`src/rtl/tl_pkg.sv`:
```
// Shared types for the tile-link style arbitration blocks.
package tl_pkg;

  typedef enum logic [0:0] {
    IDLE   = 1'b0,
    LOCKED = 1'b1
  } arb_state_t;

  // Index width for an N-entry selector; never narrower than one bit.
  function automatic int idx_w(input int n);
    return (n > 1) ? $clog2(n) : 1;
  endfunction

endpackage

```
`src/rtl/tl_rr_arbiter_rr_pick.sv`:
```
// Combinational round-robin search: first requester after ptr, wrapping modulo N.
module rr_pick
  import tl_pkg::*;
#(
  parameter int N  = 2,
  parameter int PW = idx_w(N)
) (
  input  logic [N-1:0]  req_i,
  input  logic [PW-1:0] ptr_i,
  output logic [PW-1:0] gnt_o,
  output logic          any_req_o
);

  // Two descending passes: the later pass (indices above ptr) overrides the
  // wrapped pass, and within a pass the lowest index is written last.
  always_comb begin
    gnt_o     = '0;
    any_req_o = 1'b0;
    for (int i = N - 1; i >= 0; i--) begin
      if (req_i[i] && (i <= int'(ptr_i))) begin
        gnt_o     = PW'(i);
        any_req_o = 1'b1;
      end
    end
    for (int i = N - 1; i >= 0; i--) begin
      if (req_i[i] && (i > int'(ptr_i))) begin
        gnt_o     = PW'(i);
        any_req_o = 1'b1;
      end
    end
  end

endmodule

```
`src/rtl/tl_rr_arbiter.sv`:
```
// N-to-1 message-locked round-robin arbiter with a single registered output stage.
module tl_rr_arbiter
  import tl_pkg::*;
#(
  parameter int N  = 2,
  parameter int DW = 8
) (
  input  logic            clk_i,
  input  logic            reset_i,
  input  logic [N-1:0]    m_vld_i,
  input  logic [N*DW-1:0] m_data_i,
  input  logic [N-1:0]    m_last_i,
  output logic [N-1:0]    m_busy_o,
  output logic [DW-1:0]   s_data_o,
  output logic            s_last_o,
  output logic            s_vld_o,
  input  logic            s_busy_i
);

  localparam int             PW      = idx_w(N);
  localparam logic [PW-1:0]  PTR_RST = PW'(N - 1);

  arb_state_t    state_q, state_d;
  logic [PW-1:0] gnt_q, gnt_d;
  logic [PW-1:0] ptr_q, ptr_d;
  logic [DW-1:0] s_data_q, s_data_d;
  logic          s_last_q, s_last_d;
  logic          s_vld_q, s_vld_d;

  logic [PW-1:0] pick_idx;
  logic          any_req;
  logic [PW-1:0] sel_idx;
  logic          sel_vld;
  logic          sel_owned;
  logic [DW-1:0] sel_data;
  logic          sel_last;
  logic          load_en;
  logic [DW-1:0] data_arr [N];

  for (genvar gi = 0; gi < N; gi++) begin : g_unpack
    assign data_arr[gi] = m_data_i[gi*DW +: DW];
  end

  rr_pick #(
    .N  (N),
    .PW (PW)
  ) u_pick (
    .req_i     (m_vld_i),
    .ptr_i     (ptr_q),
    .gnt_o     (pick_idx),
    .any_req_o (any_req)
  );

  assign load_en = !s_vld_q || !s_busy_i;

  // While locked the owner keeps its slot even with no beat to offer.
  always_comb begin
    sel_idx   = pick_idx;
    sel_vld   = any_req;
    sel_owned = any_req;
    if (state_q == LOCKED) begin
      sel_idx   = gnt_q;
      sel_vld   = m_vld_i[gnt_q];
      sel_owned = 1'b1;
    end
    sel_data = data_arr[sel_idx];
    sel_last = m_last_i[sel_idx];
  end

  for (genvar gi = 0; gi < N; gi++) begin : g_busy
    assign m_busy_o[gi] = reset_i || !(load_en && sel_owned && (sel_idx == PW'(gi)));
  end

  always_comb begin
    state_d  = state_q;
    gnt_d    = gnt_q;
    ptr_d    = ptr_q;
    s_data_d = s_data_q;
    s_last_d = s_last_q;
    s_vld_d  = s_vld_q;
    if (load_en) begin
      s_vld_d = 1'b0;
      if (sel_vld) begin
        s_vld_d  = 1'b1;
        s_data_d = sel_data;
        s_last_d = sel_last;
        if (state_q == IDLE) begin
          ptr_d   = sel_idx;
          gnt_d   = sel_idx;
          state_d = sel_last ? IDLE : LOCKED;
        end else if (sel_last) begin
          state_d = IDLE;
        end
      end
    end
  end

  always_ff @(posedge clk_i or posedge reset_i) begin
    if (reset_i) begin
      state_q  <= IDLE;
      gnt_q    <= '0;
      ptr_q    <= PTR_RST;
      s_data_q <= '0;
      s_last_q <= 1'b0;
      s_vld_q  <= 1'b0;
    end else begin
      state_q  <= state_d;
      gnt_q    <= gnt_d;
      ptr_q    <= ptr_d;
      s_data_q <= s_data_d;
      s_last_q <= s_last_d;
      s_vld_q  <= s_vld_d;
    end
  end

  assign s_data_o = s_data_q;
  assign s_last_o = s_last_q;
  assign s_vld_o  = s_vld_q;

endmodule

```
`config.mk`:
```
export PLATFORM = sky130hd
export DESIGN_NAME = tl_rr_arbiter
export DESIGN_NICKNAME = d
export VERILOG_FILES = /design/src/rtl/tl_pkg.sv /design/src/rtl/tl_rr_arbiter_rr_pick.sv /design/src/rtl/tl_rr_arbiter.sv
export SDC_FILE = /design/constraint.sdc
export NUM_CORES = 1
export LEC_CHECK = 0
export BUFFER_PORTS_ARGS = -buffer_cell sky130_fd_sc_hd__buf_2
export CORE_MARGIN = 2
export CORE_UTILIZATION = 35
export CTS_BUF_LIST = sky130_fd_sc_hd__clkbuf_4
export DETAILED_ROUTE_END_ITERATION = 12
export PLACE_DENSITY_LB_ADDON = 0.15
export SYNTH_ARGS = -nofsm -noshare
export SYNTH_HDL_FRONTEND = slang
export SYNTH_SLANG_ARGS = --single-unit
```
`constraint.sdc`:
```
create_clock -name clk_i -period 4.6 [get_ports clk_i]
set_clock_uncertainty 0.15 [all_clocks]
set_input_delay 0.23 -clock clk_i [delete_from_list [all_inputs] [get_ports clk_i]]
set_output_delay 0.23 -clock clk_i [all_outputs]
set_load 0.005 [all_outputs]
```
==> metrics.md, run 1 <==
| Metric | Value |
|---|---|
| Status | complete, no violations |
| Die ar. | 2250 µm² |
| Detailed Route Iter0 Violations | 7 |
| Die height | ~47 µm |
| Final setup vio count | 0 |
| 1st-pass router iterations | 4 |
| Arrival time at the worst endpoint | around 1.9 ns |
| Slew Viols, Final | 0 |
| CTS Buf Count | 3 |
| YS warnings | 0 |
| Synth top area cells | dfrtp_1, mux2i_1, a21oi_1 |
| Clk buf depth | 2 |
| Leak pwr | around 0.00044 µW |
| Initial antenna violation count | 0 |
| Final ANT Viol Nets | 0 |
| Post-route core utilization | 50.8% |
| FFs w/ async S/R, synth | 100% |
| FMAX | 522 MHz |
| Vias in the first global route | roughly 460 |
| Syn Area/Cell | about 11 µm² |
| RSZ-0062 raised after global routing | no |
| CTS tree | done |
| Psw | between 150 and 200 µW |
| Clock group share of total power | 14.4% |
| Required @ worst endpoint | roughly 4.6 ns |
| IO Port Bufs | 34 |
| Worst R2R End | state_q |
| Rows | 15 |
| R2r startpoint | gnt_q |
| Drt via density | 4.58 |
| Layout Area Growth over Synthesis | 34.1% |
| DRC Markers | 0 |
| Nature of the critical path endpoint | register |
| Die X-Extent | 47.4 µm |
| Netlist Area Pre-Place | 661 µm² |
| Syn_nets | 85 |
| Setup Crit Path Kind | reg -> reg |
| Actual slew at the worst max-slew pin | 0.733 ns |
| Cell taking the most area after synthesis | dfrtp_1 |
| Initial Util | between 30% and 40% |
| Sequential fraction of the synthesis area | slightly below 50% |
| H-tree depth | 1 |
| Synth unique cells | 21 |
| Flop2flop setup slack | 2.68 ns |
| Final net count | between 100 and 150 |
| N_diodes | 0 |
| Cell count after synthesis | 62 |
| GPL Wtd Cong | a little under 0.7 |
| Post-synth top cells | dfrtp_1, a21oi_1, mux2i_1, nor2_1, nand2_1 |
| Flop pwr share | about two fifths |
| Clk slew on worst S/H paths | around 0.07 ns |
| DP HPWL | 1.06 mm |
| Switching share of power | between 30 and 40% |
| GRT Overall Usage | around an eighth |
| CTS resizes | 0 |
| Final Hold Fails | 0 |
| Design Area, Final | slightly below 900 µm² |
| HP Class | in -> reg |
| Critical Path Start Type | register |
| Crit path capture | state_q |
| Worst Path Max Fanout | 19 |
| Critical path launch point | gnt_q |
| Pwr Density | 593 nW/µm² |
| Max IR drop VDD | roughly 0.35 mV |
| Fin crit period | ~1.9 ns |
| Root buf cell | clkbuf_4 |
| Top-area cell type share of the netlist area | between 40 and 50% |
| Comb power frac | 44.9% |
| Fin Setup TNS | 0 ns |
| Via count | about 570 |
| Register-to-Register Path Depth | 3 |
| Filler cell count | ~170 |
| Global-route wire length before repair | roughly 2.0 mm |
| Top_reg_cell synth | dfrtp_1 |
| Multi-input logic area | about 300 µm² |
| Placed cells | about 120 |
| Worst slew margin | approximately half |
| Fin crit share | 41.7% |
| Final setup margin | 2.68 ns |
| EDFF count, synth | 0 |
| Drt total wl | approximately 1.4 mm |
| Int Power | 333 µW |
| Total core area | 1750 µm² |
| Layout cells sized above 1 | a little over two fifths |
| # IOs | 35 |
| Skew-Pair Late Insertion Delay | ~0.27 ns |
| Congestion Overflow GR | 0 |
| Pre-CTS WS | around 2.7 ns |
| Clock Sinks | 13 |
| Pin count of the biggest net entering global routing | 20 |
| MaxCap Viol Count | 0 |
| Fin cells | 124 |
| Register Area | between 300 and 400 µm² |
| Cell with the most instances after synthesis | dfrtp_1 |
| Wire per inst | between 10 and 15 µm |
| Yosys reg bits | 13 |
| Placed cell area | ~850 µm² |
## per-layer routing
| metal | vias to the layer above | GRT usage, % | wire length [µm] |
|---|---|---|---|
| li1 | 297 | - | - |
| met1 | 244 | 16.2 | 622 |
| met2 | 25 | 21.1 | 624 |
| met3 | 2 | 3.40 | 125 |
| met4 | 0 | 6.67 | 11 |
| met5 | - | 0 | 0 |
## per-stage QoR
step / power (µW) / hold WS, ns
after floorplan: 380 / -0.0438
after global placement: 449 / 0.144
after detailed placement: 455 / 0.151
after CTS: 534 / 0.0247
after global routing: 572 / 0.0530
final: 525 / 0.0361
## cell usage in the layout (no fill, tap or decap)
| master | netlist | final |
|---|---|---|
| buf_2 | 0 | 34 |
| dfrtp_1 | 12 | 12 |
| a21oi_1 | 11 | 11 |
| mux2i_1 | 10 | 10 |
| nor2_1 | 10 | 10 |
| clkbuf_4 | 0 | 4 |
| nand2_1 | 3 | 3 |
| a32o_1 | 1 | 1 |
| nor2b_1 | 1 | 1 |
| a22oi_1 | 1 | 1 |
| a221oi_4 | 1 | 1 |
| mux2_2 | 1 | 1 |
| a21oi_2 | 1 | 1 |
| nor3_1 | 1 | 1 |
| a211oi_1 | 1 | 1 |
| nand2b_1 | 1 | 1 |
| inv_1 | 1 | 1 |
| a21o_1 | 1 | 1 |
| a31oi_1 | 1 | 1 |
| dlygate4sd3_1 | 0 | 1 |
| buf_4 | 1 | 1 |
| dfstp_2 | 1 | 1 |
## critical path: stages, from the launching register on
cell and delay, ns:
dfrtp_1 0.41, mux2i_1 0.18, a221oi_4 0.66, mux2_2 0.40
## cell families after synthesis
group           after synthesis  share of synthesized area (%)
mux                          11                           16.9
compound gates               18                           19.5
flops                        13                           49.4
simple gates                 16                           10.0
buf+inv                       4                           4.17
## power by group through the flow
stage | sequential, µW | combinational, µW | clock [µW]
global route | 223 | 265 | 84.0
CTS | 213 | 241 | 80.2
floorplan | 208 | 172 | 0
detailed placement | 215 | 240 | 0
global placement | 213 | 236 | 0
finish | 214 | 236 | 75.7
## area by class of cell
cell class | count | area share (%)
flip-flops and latches | 13 | 36.9
multi-input cells | 45 | 34.6
repair buffers | 36 | 21.2
well taps | 25 | 3.53
clock buffers | 4 | 3.39
inverters | 1 | 0.424
## worst min path at each step
stage	from	end	slack [ns]	cells after the start
after global placement	reset_i	s_vld_o	0.14	2
after global routing	m_vld_i[0]	ptr_q	0.05	2
after floorplan	reset_i	gnt_q	-0.04	1
after CTS	m_vld_i[0]	ptr_q	0.02	2
after detailed placement	reset_i	s_vld_o	0.15	2
final	m_vld_i[0]	ptr_q	0.04	2
## registers in the layout, summed over array words and instances (netlist names)
register	cells
s_data_o	8
ptr_q	1
s_vld_o	1
gnt_q	1
state_q	1
s_last_o	1
## what timing repair did
item | 4_1_cts | 5_1_grt
hold buffers | 1 | 0
endpoints found under the setup margin | 0 | 0
setup buffers | 0 | 0
hold endpoints to repair | 12 | 0
No activity file was read; power rests on OpenSTA's default activity.
==> run 2: changes to the inputs <==
Clock period 4.6 ns to 1.95 ns, I/O delays scaled along.
==> run 2 against run 1 <==
Against the previous run:
- via count up 18%
- setup slack lost 2.6 ns
- die area unchanged
- final area up 26%
- global-route usage rose by 3.8 points
- register-to-register slack worse by 2.5 ns
- largest cell class is now non-clock buffers
==> metrics.md, run 2 (same netlist as run 1, synthesis figures left out) <==
| Metric | Value |
|---|---|
| Critical Path Start Type | input port |
| N_diodes | 0 (unchanged) |
| Largest register FFs | 8 (unchanged) |
| Worst Path Max Fanout | 11 (-8) |
| Die height | 47.4 µm (unchanged) |
| GRT Overall Usage | 17.0% (+3.8 points) |
| Clk slew on worst S/H paths | 0.08 ns (about the same) |
| Vias in the first global route | 618 (+34%) |
| Die X-Extent | 47.4 µm (unchanged) |
| Final setup vio count | 0 (unchanged) |
| Clk buf depth | 2 (unchanged) |
| CTS tree | done |
| Flop2flop setup slack | 0.17 ns (-2.51 ns) |
| DRC Markers | 0 (unchanged) |
| Nature of the critical path endpoint | primary output |
| Global-route wire length before repair | 2.59 mm (+31%) |
| Initial antenna violation count | 0 (unchanged) |
| Detailed Route Iter0 Violations | 10 (+3) |
| Max IR drop VDD | 0.737 mV (+110%) |
| Final ANT Viol Nets | 0 (unchanged) |
| Final net count | 146 (+19%) |
| Layout cells sized above 1 | 36.1% (-7.4 points) |
| MaxCap Viol Count | 0 (unchanged) |
| Wire per inst | 11.6 µm (+3.6%) |
| Layout Area Growth over Synthesis | 68.6% |
| Skew-Pair Late Insertion Delay | 0.28 ns (about the same) |
| HP Class | in -> async |
| Slew Viols, Final | 0 (unchanged) |
| Most common cell after layout, fill and taps aside | buf_2 |
| Final Hold Fails | 0 (unchanged) |
| Most used cell, CP | buf_2 |
| Register Area | 327 µm² (unchanged) |
| Fin Setup TNS | 0 ns (unchanged) |
| CTS Buf Count | 3 (unchanged) |
| CP cell instances | dlygate4sd3_1, buf_2, nor2b_1, a22oi_1, buf_4, nand2b_1, buf_2 |
| Most frequent cells in the layout | buf_2, dlygate4sd3_1, dfrtp_1, a21oi_1 |
| GPL Wtd Cong | 0.660 (-3.2%) |
| Via count | 671 (+18%) |
| Post-CTS Setup Inserts | 0 (unchanged) |
| Drt total wl | 1.70 mm (+23%) |
| Drt via density | 4.56 (-0.35%) |
| Worst slew margin | 66.6% (+16 points) |
| FMAX | about 550 MHz |
| Hold Worst Slack | 0.237 ns (+0.201 ns) |
| Setup Crit Path Kind | in -> out |
| Congestion Overflow GR | 0 (unchanged) |
| Fin crit period | around 1.8 ns |
| Rows | 15 (unchanged) |
| Root buf cell | clkbuf_4 |
| Filler cell count | 154 (-8.9%) |
| Actual slew at the worst max-slew pin | 0.500 ns (-0.234 ns) |
| Fin crit share | 93.5% |
| H-tree depth | 1 (unchanged) |
| Required @ worst endpoint | 1.70 ns (-2.91 ns) |
| RSZ-0062 raised after global routing | no |
| Clock Sinks | 13 (unchanged) |
| CTS resizes | 0 (unchanged) |
| Max incr delay on CP | 0.54 ns (-0.12 ns) |
| IO Port Bufs | 34 (unchanged) |
| # IOs | 35 (unchanged) |
| Cts hold-fix bufs | 23 (+22) |
| 1st-pass router iterations | 4 (unchanged) |
| Status | complete, no violations |
| DP HPWL | 1.06 mm (-0.13%) |
| Pin count of the biggest net entering global routing | 19 (-5.0%) |
| Arrival time at the worst endpoint | 1.58 ns (-0.35 ns) |
| Die ar. | 2250 µm² (unchanged) |
| Total core area | 1750 µm² (unchanged) |
| Leak pwr | 0.000537 µW (+22%) |
| Initial Util | 37.8% (unchanged) |
| Pwr Density | 1180 nW/µm² (+98%) |
| Multi-input logic area | 307 µm² (unchanged) |
| Crit path max-delay cell type | dlygate4sd3_1 |
run 2: cell count changes in the layout (fill, tap and decap cells not counted), sizes merged:
cell | before | now
buf | 35 | 36
dlygate4sd3 | 1 | 23
run 2: power breakdown:
part           total, µW  leakage (µW)  switching (µW)  internal, µW
registers            505      0.000144            98.4           406
logic                619      0.000375             282           337
clock network        185     0.0000184            91.5          93.4
run 2: final timing paths:
kind | startpoint | end | cells after the start
hold reg to reg | s_data_o[0] | s_data_o[0] | 2
max in group asynchronous | reset_i | ptr_q | 3
min in group clk_i | s_data_o[0] | s_data_o[0] | 2
setup reg to reg | state_q | ptr_q | 4
setup / recovery | m_vld_i[1] | m_busy_o[1] | 7
hold / removal | reset_i | s_vld_o | 3
run 2: worst max-delay path, delay by kind of cell:
family,cells,cell delay [ns]
compound gates,1,0.16
simple gates,2,0.26
buf+inv,4,1.05
run 2: cell type report:
type / instances / area share (%)
inverters: 1 / 0.337
well taps: 25 / 2.81
flip-flops and latches: 13 / 29.3
clock buffers: 4 / 2.70
multi-input cells: 45 / 27.5
repair buffers: 59 / 37.3
run 2: per-layer routing:
metal / GRT usage [%] / vias to the layer above / share of wire [%]
li1: - / 345 / -
met1: 20.5 / 297 / 44
met2: 27.0 / 24 / 48
met3: 3.40 / 5 / 5.3
met4: 11.7 / 0 / 2.7
met5: 0 / - / 0
run 2: stage by stage:
stage | utilization [%] | power [µW] | instances | worst slack (ns) | area [µm²]
2_1_floorplan | - | 896 | 62 | 0.358 | 661
3_3_place_gp | 48.9 | 1060 | 120 | 0.355 | 853
3_5_place_dp | 48.9 | 1080 | 120 | 0.326 | 853
4_1_cts | 63.8 | 1320 | 147 | 0.147 | 1110
5_1_grt | 63.8 | 1430 | 147 | 0.0371 | 1110
6_report | 63.8 | 1310 | 147 | 0.127 | 1110
